<file path="src/rtl/cdb_arbiter.sv">
// Common data bus arbiter: per-FU one-entry holding registers, round-robin grant, registered broadcast.
// Optional macro CDB_ARB_BR_PRIORITY_EN lets an occupied BR slot win regardless of the round-robin pointer.

package cdb_arbiter_pkg;

    typedef struct packed {
        logic        valid;
        logic        rd_valid;
        logic [5:0]  rd_paddr;
        logic [31:0] rd_data;
        logic [5:0]  rob_addr;
    } cdb_t;

endpackage

module cdb_arbiter
    import cdb_arbiter_pkg::*;
#(
    parameter int NUM_FU = 4
) (
    input  logic                   clk,
    input  logic                   rst,
    input  logic                   flush,
    input  logic [NUM_FU-1:0]      fu_valid,
    input  cdb_t [NUM_FU-1:0]      fu_pkt,
    output logic [NUM_FU-1:0]      fu_ready,
    output cdb_t                   cdb,
    output logic [1:0]             cdb_src
);

    localparam int IW     = (NUM_FU > 1) ? $clog2(NUM_FU) : 1;
    localparam int BR_IDX = 2;

    logic [NUM_FU-1:0] hold_v;
    cdb_t              hold_pkt [NUM_FU];
    logic [IW-1:0]     rr_ptr;
    logic [IW-1:0]     winner;
    logic [IW-1:0]     rr_next;
    logic              found;
    logic              br_pri;
    logic              grant_any;
    logic [NUM_FU-1:0] grant;
    logic [NUM_FU-1:0] xfer;

    function automatic logic [IW-1:0] rr_index(input logic [IW-1:0] base, input int offset);
        int sum;
        sum = int'(base) + offset;
        if (sum >= NUM_FU) begin
            sum = sum - NUM_FU;
        end
        return IW'(sum);
    endfunction

    // First occupied slot at or after rr_ptr, wrapping.
    always_comb begin
        found  = 1'b0;
        winner = '0;
        br_pri = 1'b0;
        for (int k = 0; k < NUM_FU; k++) begin
            if (!found && hold_v[rr_index(rr_ptr, k)]) begin
                found  = 1'b1;
                winner = rr_index(rr_ptr, k);
            end
        end
`ifdef CDB_ARB_BR_PRIORITY_EN
        if (hold_v[BR_IDX]) begin
            found  = 1'b1;
            winner = IW'(BR_IDX);
            br_pri = 1'b1;
        end
`endif
    end

    always_comb begin
        grant_any = found & ~flush & ~rst;
        grant     = '0;
        for (int i = 0; i < NUM_FU; i++) begin
            grant[i] = grant_any && (winner == IW'(i));
        end
        // A granted slot empties at the edge, so it can be refilled in the same cycle.
        fu_ready = ~{NUM_FU{rst | flush}} & (~hold_v | grant);
        xfer     = fu_valid & fu_ready;
        rr_next  = (winner == IW'(NUM_FU - 1)) ? '0 : winner + 1'b1;
    end

    always_ff @(posedge clk) begin
        if (rst) begin
            hold_v  <= '0;
            rr_ptr  <= '0;
            cdb     <= '0;
            cdb_src <= '0;
        end else begin
            for (int i = 0; i < NUM_FU; i++) begin
                if (xfer[i]) begin
                    hold_v[i] <= 1'b1;
                end else if (grant[i] || flush) begin
                    hold_v[i] <= 1'b0;
                end
            end
            if (grant_any) begin
                cdb       <= hold_pkt[winner];
                cdb.valid <= 1'b1;
                cdb_src   <= 2'(winner);
                if (!br_pri) begin
                    rr_ptr <= rr_next;
                end
            end else begin
                cdb.valid <= 1'b0;
            end
        end
    end

    // Packet storage needs no reset; hold_v qualifies it.
    always_ff @(posedge clk) begin
        for (int i = 0; i < NUM_FU; i++) begin
            if (xfer[i]) begin
                hold_pkt[i] <= fu_pkt[i];
            end
        end
    end

endmodule

</file>
<file path="config.mk">
export PLATFORM = sky130hd
export DESIGN_NAME = cdb_arbiter
export DESIGN_NICKNAME = d
export VERILOG_FILES = /design/src/rtl/cdb_arbiter.sv
export SDC_FILE = /design/constraint.sdc
export NUM_CORES = 1
export LEC_CHECK = 0
export BUFFER_PORTS_ARGS = -buffer_cell sky130_fd_sc_hd__buf_4
export CAP_MARGIN = 20
export CORE_MARGIN = 2
export CORE_UTILIZATION = 30
export CTS_CLUSTER_DIAMETER = 150
export DETAILED_ROUTE_END_ITERATION = 10
export PLACE_DENSITY_LB_ADDON = 0.12
export SLEW_MARGIN = 15
export SYNTH_ARGS = -nofsm -noshare
export SYNTH_HDL_FRONTEND = slang
export SYNTH_SLANG_ARGS = --single-unit
</file>
<file path="constraint.sdc">
create_clock -name clk -period 3.1 [get_ports clk]
set_input_delay 0.62 -clock clk [delete_from_list [all_inputs] [get_ports clk]]
set_output_delay 0.62 -clock clk [all_outputs]
set_load 0.005 [all_outputs]
</file>
---- Yosys cells after proc, flatten, opt, wreduce, memory -nomap -nowiden ----
Memories as Yosys holds them, arrays and structs flattened. A register that Yosys moved wholly into a read port is not among the register bits.
Cells that the tools add are included.
operators by class
  equal/unequal tests ..................... 3
  $add $sub $neg .......................... 8
  reduce and logical (&&, ||, !) cells .... 19
  bitwise operators ....................... 10
  order comparisons ....................... 8
  mux-type cells .......................... 38
operator list
  operator                                                            count
  2-to-1 mux 1 bit                                                    25
  2-to-1 mux 2 bit                                                    9
  less-than comparator 2 x 3 -> 1 bit (second input constant)         4
  greater-or-equal comparator 3 bit (second input constant)           3
  bitwise AND 4 bit                                                   2
  binary-select mux 1 bit (select 2 bit)                              4
  NOT 4 bit                                                           2
  nonzero test 2 bit                                                  4
  subtractor 2 x 1 -> 2 bit (second input constant)                   4
  logical AND 1 bit                                                   7
  adder 2 x 2 -> 3 bit (second input constant)                        2
  == test 2 bit (second input constant)                               2
  logical OR 1 bit                                                    4
  OR 4 bit                                                            1
  adder 2 x 1 -> 3 bit (second input constant)                        1
  greater-or-equal comparator 2 x 3 -> 1 bit (second input constant)  1
  zero test 1 bit                                                     3
  adder 2 x 1 -> 2 bit (second input constant)                        1
  bitwise AND 1 bit                                                   2
  == test 2 x 1 -> 1 bit (second input constant)                      1
  zero test 2 bit                                                     1
  NOT 1 bit                                                           2
  OR 1 bit                                                            1
word-level totals
  RAM bits ................................ 184
  bits in registers ....................... 9
  output and inout bits ................... 52
  memories kept ........................... 1
memory list
  memory    depth  width  rd ports  clocked after memory_dff  write ports  RTL line  text
  hold_pkt  4      46     1         1                         4            35        cdb_t hold_pkt [NUM_FU];

---- Depth between registers and ports, before layout ----
Gate-level depths: netlist of the first run.
  word-level depth ........................ 22
  depth in mapped cells ................... 8

---- Worst setup path after synthesis of the first run ----
OpenSTA, ideal clock, no wires.
  kind .................................... flip-flop to flip-flop
  start point ............................. register hold_v[1]
  end point ............................... memory hold_pkt[0][0] in the netlist's numbering, enable pin
  library setup time ...................... 0.407 ns
  clock period less this slack ............ 2.831 ns
  arrival ................................. 2.424 ns
  slack ................................... 0.269 ns
  required time ........................... 2.693 ns
  cell stages (with the launch flop) ...... 7
  cells stage by stage .................... dfxtp_1 -> nand2b_2 -> a21oi_2 -> o32a_1 -> buf_4 -> o21ai_1 -> and3_1
RTL lines
  element                          RTL line  text
  start, declared                  34        logic [NUM_FU-1:0] hold_v;
  start signal, assigned           88        hold_v <= '0;
  start signal, assigned by index  95        hold_v[i] <= 1'b1;
  start signal, assigned by index  97        hold_v[i] <= 1'b0;
  end, declared                    35

---- Worst setup path in the final report of the first run ----
  start point ............................. register hold_v[3]
  end point ............................... output port fu_ready[1]
between the ends
  word-level cells in the longest chain between the ends .. 17
  elaborated cells between the ends (all ways) .. 28
RTL lines
  element                                 RTL line  text
  binary-select mux 1 bit (select 2 bit)  60        if (!found && hold_v[rr_index(rr_ptr, k)]) begin
  2-to-1 mux 1 bit (implied by the code)  60
  2-to-1 mux 1 bit                        60
  zero test 1 bit                         60
  logical AND 1 bit                       60
  2-to-1 mux 1 bit                        60
  zero test 1 bit                         60
  logical AND 1 bit                       60
  2-to-1 mux 1 bit                        60
  zero test 1 bit                         60
  logical AND 1 bit                       60
  2-to-1 mux 1 bit                        60
  bitwise AND 1 bit (2 in a row)          75        grant_any = found & ~flush & ~rst;
  logical AND 1 bit (*)                   78        grant[i] = grant_any && (winner == IW'(i));
  OR 4 bit (*)                            81        fu_ready = ~{NUM_FU{rst | flush}} & (~hold_v | grant);
  bitwise AND 4 bit (*)                   81
  end, declared                           26        output logic [NUM_FU-1:0] fu_ready,
Every way passes the cells marked *; elsewhere a longest branch is shown, timed or not. The select of a mux whose other input is x is not followed.

==> results.py, run 1 <==
metrics = {
    "die": {
        "rows": 63,
        "core_um2": 29600,
        "ios": 243,
        "die_w_um": 177,
        "start_util": 0.304,
        "die_h_um": 177,
        "die_area_um2": 31400,
    },
    "synthesis": {
        "yosysTopAreaCell": "edfxtp_1",
        "synth_mux_area_frac": 0,
        "syn_inst": 606,
        "syn-mean-instance-area_um2": 14.8,
        "synthTopCellsByArea": "edfxtp_1 60%, dfxtp_1 12%, a211oi_1 6.8%",
        "synthFlopType": "edfxtp_1",
        "synth_common_cells": "180 x edfxtp_1, 94 x and3_1, 81 x a211oi_1",
        "synth_xor_area_frac": 0,
        "synth_edf_count": 180,
        "syn_area_um2": 9000,
        "yosys.area_share.simple": 0.0854,
        "synth-compound-area-share": 0.139,
        "synth_top_family_by_area": "compound AO/OA/AOI/OAI gates",
        "synth.most_common_cell": "edfxtp_1",
        "ys_warn_count": 0,
        "synthArstFlopShare": 0,
        "synth_seq_cells": 234,
        "synth_fa_ha_area_frac": 0,
        "synth-seq-area-share": 0.721,
        "synth.lib_cells_used.distinct": 35,
        "synth_top_area_share": 0.601,
        "synth_fp_nets": 797,
    },
    "setup_path": {
        "path_cells": "or2_4 > nand4bb_4 > nand2_4 > nand2_1 > a21oi_1 > buf_4",
        "critPathCaptureType": "primary output",
        "path_class": "reg2out",
        "cp.arrival_ns": 2.33,
        "crit_end": "fu_ready[1]",
        "rr_worst_depth": 6,
        "rr_endpoint": "cdb[15]$_SDFFE_PP0P_",
        "crit_buf_inv": 1,
        "crit_path_start_kind": "flop",
        "crit_slowest_cell": "dfxtp_1",
        "worst-path-stages": 6,
        "worstReg2RegStart": "hold_v[3]$_SDFFE_PP0P_",
        "crit_family": "simple AND/OR/NAND/NOR gates",
        "startpoint": "hold_v[3]$_SDFFE_PP0P_",
        "required_ns": 2.48,
        "path_max_fanout": 17,
        "reg2reg_setup_slack_ns": 0.61,
        "slowest_delay_ns": 0.45,
    },
    "detailed_routing": {
        "wl_per_cell_um": 21.0,
        "wirelength_mm": 26.2,
        "first_iter_violations": 359,
        "dr.pass1.iters": 4,
        "ant_nets": 0,
        "vias": 6013,
        "vias_per_cell": 4.82,
        "drc_errors": 0,
    },
    "sta": {
        "max_freq_mhz": 339,
        "finalCritPeriodShare": 0.951,
        "tightest_slew_ns": 0.791,
        "fin_skew_ns": 0.0151,
        "period_minus_slack_ns": 2.95,
        "whs_ns": 0.256,
        "tns_ns": 0,
        "rsz0062_at_grt": "no",
        "setup_viol": 0,
        "drv_slew": 0,
        "hold_violations": 0,
        "slew_headroom": 0.473,
    },
    "final_layout": {
        "fin_nets": 1027,
        "drive_gt1_frac": 0.383,
        "area_growth_syn_to_layout_pct": 34.3,
        "n_fill_cell": 2778,
        "layoutNonFillerInstCount": 1247,
        "antenna_cells": 0,
    },
    "placed_design": {
        "dp.cells": 1197,
        "dpl.hpwl_mm": 16.7,
        "routabilityCongestion": 0.752,
        "numPortBuffers": 238,
    },
    "power_and_ir_drop": {
        "vdd_ir_drop_max_uv": 316,
        "power_uw": 7650,
        "p_leak_uw": 0.00458,
        "pwr_density_cell_nw_per_um2": 633,
    },
    "clock_network": {
        "tritoncts": "built",
        "clock_sinks": 234,
        "numCtsBuffers": 27,
        "cts_setup_buffers": 0,
        "cts_buffer_depth": 3,
        "insertion_delay_ns": 0.54,
        "clk_pin_slew_ns": 0.06,
        "h-tree-depth": 1,
        "ctsRootBufferMaster": "clkbuf_16",
    },
    "global_route": {
        "grt_max_degree": 80,
        "grt.total_usage": 0.165,
        "grt_pass1_vias": 6385,
        "overflow": 0,
        "antenna_found_initial": 0,
        "grt_pass1_wl_mm": 39.2,
    },
    "status": {
        "status": "finished, final reports clean",
    },
    "flow_run": {
        "cap_violations": 0,
    },
    "min_path": {
        "hp-class": "in2reg",
    },
}
## layout make-up
| type | instances | area, um^2 | area share |
|---|---|---|---|
| clock inverter | 19 | 203 | 0.0168 |
| sequential | 234 | 6490 | 0.537 |
| clock buffer | 31 | 711 | 0.0588 |
| tap | 390 | 488 | 0.0404 |
| multi-input combinational | 271 | 2070 | 0.171 |
| inverter | 50 | 188 | 0.0155 |
| timing repair buffer | 252 | 1940 | 0.161 |
## routing by layer
metal  GRT usage  wire length (um)  vias up  share of wire
met2       0.275             12500      204           0.48
met5           0                 0        -              0
li1            -                 -     2826              -
met3      0.0440              1990       40          0.076
met4      0.0465               710        0          0.027
met1       0.211             10900     2943           0.42
## stage by stage
step / instance area [um^2] / setup slack [ns] / util
2_1_floorplan: 9000 / 0.269 / -
3_3_place_gp: 11200 / 0.470 / 0.378
3_5_place_dp: 11200 / 0.478 / 0.378
4_1_cts: 12100 / 0.0890 / 0.409
5_1_grt: 12100 / 0.0173 / 0.409
6_report: 12100 / 0.153 / 0.409
## flip-flops by register name, indices dropped and copies added (netlist names)
| register | cells |
|---|---|
| cdb_src | 2 |
| rr_ptr | 2 |
| hold_v | 4 |
| cdb | 46 |
| hold_pkt | 180 |
## power by group
part / internal (uW) / switching [uW] / total (uW)
clock network: 1970 / 1290 / 3260
registers: 3520 / 55.3 / 3570
logic: 392 / 426 / 818
## cells by family (layout without fill, tap and decap cells)
logic type	count (synthesis)	after routing
and+or+nand+nor	118	118
DFF	234	234
buffers and inverters	101	352
AOI/OAI and AO/OA	153	153
## how the worst min path moves through the flow
stage	start	endpoint	slack, ns	cells after the start
after CTS	fu_pkt[111]	hold_pkt[2][19]$_DFFE_PP_	0.23	1
final	fu_pkt[22]	hold_pkt[0][22]$_DFFE_PP_	0.26	1
after global routing	fu_pkt[22]	hold_pkt[0][22]$_DFFE_PP_	0.22	1
after global placement	cdb[29]$_SDFFE_PP0P_	cdb[29]$_SDFFE_PP0P_	0.44	2
after detailed placement	cdb[16]$_SDFFE_PP0P_	cdb[16]$_SDFFE_PP0P_	0.45	2
after floorplan	cdb_src[0]$_SDFFE_PP0P_	cdb_src[0]$_SDFFE_PP0P_	0.45	2
## cell usage in the layout (no fill, tap or decap), types with 6 or more instances in the layout
master,synthesis,layout
a211oi_1,81,81
a211oi_2,9,9
a21oi_1,8,8
and3_1,94,90
buf_4,4,248
clkbuf_16,0,27
clkinv_2,0,11
dfxtp_1,54,54
edfxtp_1,180,180
inv_1,50,50
nand2_1,6,6
o32ai_1,43,43
## timing repair
| item | 4_1_cts | 5_1_grt |
|---|---|---|
| gates resized for setup | 1 | 1 |
| endpoints found under the setup margin | 2 | 1 |
| hold buffers | 0 | 0 |
Power figures use the tool's default switching activity.
==> run 2, diff against run 1 <==
--- a/config.mk
+++ b/config.mk
@@ -5,7 +5,7 @@
 export SDC_FILE = /design/constraint.sdc
 export NUM_CORES = 1
 export LEC_CHECK = 0
-export BUFFER_PORTS_ARGS = -buffer_cell sky130_fd_sc_hd__buf_4
+export BUFFER_PORTS_ARGS = -buffer_cell sky130_fd_sc_hd__clkbuf_2
 export CAP_MARGIN = 20
 export CORE_MARGIN = 2
 export CORE_UTILIZATION = 30
==> constraint.sdc (replaced) <==
create_clock -name clk -period 2.4 [get_ports clk]
set_input_delay 0.48 -clock clk [delete_from_list [all_inputs] [get_ports clk]]
set_output_delay 0.48 -clock clk [all_outputs]
set_load 0.005 [all_outputs]
==> results.py, run 2 (same netlist as run 1, synthesis figures left out) <==
metrics = {
    "die": {
        "die_h_um": 177,
        "die_w_um": 177,
        "start_util": 0.304,
        "core_um2": 29600,
        "die_area_um2": 31400,
        "rows": 63,
        "ios": 243,
    },
    "sta": {
        "tightest_slew_ns": 0.688,
        "hold_violations": 0,
        "setup_viol": 0,
        "rsz0062_at_grt": "yes",
        "slew_headroom": 0.540,
        "period_minus_slack_ns": 2.38,
        "fin_ws_ns": 0.0237,
        "drv_slew": 0,
        "finalCritPeriodShare": 0.990,
        "max_freq_mhz": 421,
        "fin_skew_ns": 0.0110,
    },
    "global_route": {
        "grt_pass1_vias": 6460,
        "grt_pass1_wl_mm": 39.1,
        "grt_max_degree": 47,
        "grt.total_usage": 0.164,
        "overflow": 0,
        "antenna_found_initial": 1,
    },
    "placed_design": {
        "routabilityCongestion": 0.751,
        "numPortBuffers": 238,
        "dp_slack_ns": 0.262,
        "dp.cells": 1205,
        "dpl.hpwl_mm": 17.1,
    },
    "final_layout": {
        "top_regs": "hold_pkt: 180 flops, cdb: 46 flops, hold_v: 4 flops",
        "layoutNonFillerInstCount": 1273,
        "regArea_um2": 6510,
        "most-common-layout-cells": "235 x clkbuf_2, 180 x edfxtp_1, 90 x and3_1",
        "drive_gt1_frac": 0.405,
        "n_fill_cell": 2804,
        "multi_input_area_um2": 2140,
        "area_growth_syn_to_layout_pct": 30.7,
        "final_common_cell": "clkbuf_2",
        "fin_nets": 1052,
        "top_register": "hold_pkt",
        "largest_register_ffs": 180,
    },
    "min_path": {
        "hp-class": "in2reg",
        "min-delay-start": "fu_pkt[125]",
        "whs_path_depth": 1,
    },
    "detailed_routing": {
        "wl_per_cell_um": 20.6,
        "first_iter_violations": 329,
        "vias": 6090,
        "dr.pass1.iters": 4,
        "wirelength_mm": 26.2,
        "vias_per_cell": 4.78,
        "ant_nets": 0,
        "drc_errors": 0,
    },
    "clock_network": {
        "cts_buffer_depth": 3,
        "h-tree-depth": 1,
        "tritoncts": "built",
        "insertion_delay_ns": 0.53,
        "numCtsBuffers": 27,
        "clk_pin_slew_ns": 0.06,
        "ctsRootBufferMaster": "clkbuf_16",
        "clock_sinks": 234,
    },
    "setup_path": {
        "worstReg2RegStart": "rr_ptr[0]$_SDFFE_PP0P_",
        "startpoint": "hold_v[1]$_SDFFE_PP0P_",
        "path_class": "reg2out",
        "path_max_fanout": 4,
        "required_ns": 1.92,
        "cp.arrival_ns": 1.90,
        "rr_worst_depth": 8,
        "crit_path_start_kind": "flop",
        "critPathCaptureType": "primary output",
    },
    "status": {
        "status": "finished, final reports clean",
    },
    "power_and_ir_drop": {
        "p_leak_uw": 0.00453,
        "pwr_density_cell_nw_per_um2": 805,
        "vdd_ir_drop_max_uv": 447,
    },
    "flow_run": {
        "cap_violations": 0,
    },
}
==> run 2: path summary, 6_finish.rpt <==
| check | to | slack, ns |
|---|---|---|
| min reg2reg | cdb_src[1]$_SDFFE_PP0P_ | 0.46 |
| max | fu_ready[0] | 0.02 |
| max reg2reg | cdb[12]$_SDFFE_PP0P_ | 0.22 |
| min | hold_pkt[2][33]$_DFFE_PP_ | 0.12 |
==> run 2: metrics by stage <==
stage	power, uW	cell area, um^2	setup TNS [ns]	hold WS [ns]	util
after floorplan	5210	9000	0	0.447	-
after global placement	5640	10700	0	0.444	0.361
after detailed placement	5670	10700	0	0.451	0.361
after CTS	9570	11700	-0.00153	0.0930	0.394
after global routing	9840	11800	-0.102	0.0932	0.398
final	9470	11800	0	0.123	0.398
==> run 2: layer usage <==
layer / share of wire / track usage
met5: 0 / 0
met3: 0.074 / 0.0425
met2: 0.47 / 0.258
met1: 0.44 / 0.225
met4: 0.020 / 0.0434
==> run 2: worst max-delay path, stage by stage (launching register included) <==
cell and delay [ns]:
dfxtp_4 0.36, nand2b_4 0.15, a21oi_4 0.05, o32a_4 0.40, o21ai_4 0.17, and2_4 0.16
buf_6 0.09
==> run 2: layout make-up <==
cell class,count,area share
Clock inverter,7,0.00511
Tap cell,390,0.0415
Antenna cell,1,0.000213
Clock buffer,43,0.0651
Sequential cell,234,0.553
Timing Repair Buffer,277,0.136
Multi-Input combinational cell,271,0.182
Inverter,50,0.0160
==> run 2: what timing repair did <==
item	4_1_cts	5_1_grt
cloned	0	0
gates resized for setup	28	5
hold buffers	0	0
endpoints found under the setup margin	4	4
pin swaps	7	6
setup buffers	9	8
==> run 2: power by group <==
part	leakage, uW	internal, uW	switching, uW
combinational	0.00203	444	573
sequential	0.00209	4540	72.3
clock	0.000401	2280	1560
total	0.00453	7260	2200
==> run 3, diff against run 2 <==
==> constraint.sdc (replaced) <==
create_clock -name clk -period 3 [get_ports clk]
set_input_delay 0.6 -clock clk [delete_from_list [all_inputs] [get_ports clk]]
set_output_delay 0.6 -clock clk [all_outputs]
set_load 0.005 [all_outputs]
==> results.py, run 3 (same netlist as run 1, synthesis figures left out) <==
metrics = {
    "final_layout": {
        "fin_nets": 1032,
        "top_register": "hold_pkt",
        "area_growth_syn_to_layout_pct": 27.3,
        "drive_gt1_frac": 0.376,
        "final_common_cell": "clkbuf_2",
        "n_fill_cell": 2890,
        "most-common-layout-cells": "238 x clkbuf_2, 180 x edfxtp_1, 90 x and3_1",
        "top_regs": "hold_pkt: 180 flops, cdb: 46 flops, hold_v: 4 flops",
        "largest_register_ffs": 180,
    },
    "placed_design": {
        "dpl.hpwl_mm": 16.7,
        "dp_slack_ns": 0.502,
        "numPortBuffers": 238,
        "routabilityCongestion": 0.756,
    },
    "setup_path": {
        "path_max_fanout": 35,
        "cp.arrival_ns": 2.18,
        "required_ns": 2.40,
        "crit_path_start_kind": "flop",
        "critPathCaptureType": "primary output",
        "path_class": "reg2out",
    },
    "die": {
        "die_w_um": 177,
        "start_util": 0.304,
        "ios": 243,
        "die_area_um2": 31400,
        "rows": 63,
        "die_h_um": 177,
        "core_um2": 29600,
    },
    "sta": {
        "tns_ns": 0,
        "period_minus_slack_ns": 2.78,
        "max_freq_mhz": 360,
        "tightest_slew_ns": 0.723,
        "fin_skew_ns": 0.0226,
        "drv_slew": 0,
        "fin_ws_ns": 0.223,
        "slew_headroom": 0.517,
        "hold_violations": 0,
        "finalCritPeriodShare": 0.926,
        "rsz0062_at_grt": "no",
        "setup_viol": 0,
    },
    "clock_network": {
        "clock_sinks": 234,
        "ctsHoldBuffers": 0,
        "insertion_delay_ns": 0.54,
        "clk_pin_slew_ns": 0.06,
        "ctsRootBufferMaster": "clkbuf_16",
        "h-tree-depth": 1,
        "numCtsBuffers": 27,
        "tritoncts": "built",
        "cts_buffer_depth": 3,
    },
    "flow_run": {
        "cap_violations": 0,
    },
    "detailed_routing": {
        "wirelength_mm": 25.6,
        "dr.pass1.iters": 4,
        "vias": 6013,
        "wl_per_cell_um": 20.4,
        "first_iter_violations": 330,
        "vias_per_cell": 4.80,
        "ant_nets": 0,
        "drc_errors": 0,
    },
    "global_route": {
        "grt.total_usage": 0.160,
        "grt_pass1_vias": 6420,
        "overflow": 0,
        "antenna_found_initial": 2,
        "grt_pass1_wl_mm": 38.2,
        "grt_max_degree": 58,
    },
    "power_and_ir_drop": {
        "pwr_density_cell_nw_per_um2": 660,
        "vdd_ir_drop_max_uv": 353,
        "power_uw": 7560,
        "p_leak_uw": 0.00440,
    },
    "status": {
        "status": "finished, final reports clean",
    },
    "min_path": {
        "hp-class": "in2reg",
    },
}
[run 3: changes by cell type in the layout (fill, tap and decap cells not counted), moves of 3 or more]
cell / previous run / this run
clkbuf_8: 3 / 0
dfxtp_4: 5 / 0
dfxtp_1: 48 / 54
and2_4: 3 / 0
buf_4: 30 / 14
clkbuf_2: 235 / 238
clkinv_2: 2 / 8
clkbuf_1: 13 / 10
and2_1: 0 / 3
buf_12: 9 / 4
[run 3: worst max-delay path: stages, from the launching register on]
cell      delay, ns
dfxtp_1        0.44
and2b_4        0.22
nand4b_4       0.14
buf_6          0.27
nand2_4        0.11
o21ai_1        0.20
and2_1         0.16
clkbuf_2       0.11
[run 3: power breakdown]
group          switching, uW  total (uW)  internal (uW)
registers               56.0        3690           3630
logic                    439         754            315
clock network           1270        3110           1840
total                   1770        7560           5790
[run 3: repair_timing]
action / 4_1_cts / 5_1_grt
pin swaps: 1 / 0
buffers inserted: 1 / 0
hold endpoints to repair: 0 / 0
endpoints found under the setup margin: 1 / 1
resized for setup: 0 / 1
[run 3: cell type report]
type / instances / area (um^2) / share of cell area
Clock inverter: 12 / 124 / 0.0108
Antenna cell: 2 / 5.00 / 0.000437
Tap cell: 390 / 488 / 0.0426
Sequential cell: 234 / 6490 / 0.567
Timing Repair Buffer: 257 / 1390 / 0.121
Multi-Input combinational cell: 271 / 2060 / 0.180
Inverter: 50 / 188 / 0.0164
Clock buffer: 37 / 713 / 0.0623
[run 3: worst paths after layout]
| path | depth (start not counted) | slack (ns) | startpoint | to |
|---|---|---|---|---|
| worst max-delay path | 7 | 0.22 | hold_v[2]$_SDFFE_PP0P_ | fu_ready[0] |
| worst min-delay path | 1 | 0.23 | fu_pkt[136] | hold_pkt[2][44]$_DFFE_PP_ |
| worst max register to register | 7 | 0.62 | hold_v[2]$_SDFFE_PP0P_ | cdb[25]$_SDFFE_PP0P_ |
| worst min register to register | 2 | 0.46 | cdb[26]$_SDFFE_PP0P_ | cdb[26]$_SDFFE_PP0P_ |
[run 3: routing by layer]
metal  vias up  part of all wire  GRT usage
met4         0             0.022     0.0451
li1       2839                 -          -
met3        31             0.069     0.0445
met5         -                 0          0
met2       187              0.48      0.268
met1      2956              0.43      0.201
[run 3: through the flow]
stage	area (um^2)	cells	hold WS (ns)	util
2_1_floorplan	9000	606	0.447	-
3_3_place_gp	10600	1201	0.444	0.358
3_5_place_dp	10600	1201	0.448	0.358
4_1_cts	11400	1251	0.197	0.387
5_1_grt	11400	1253	0.201	0.387
6_report	11400	1253	0.227	0.387
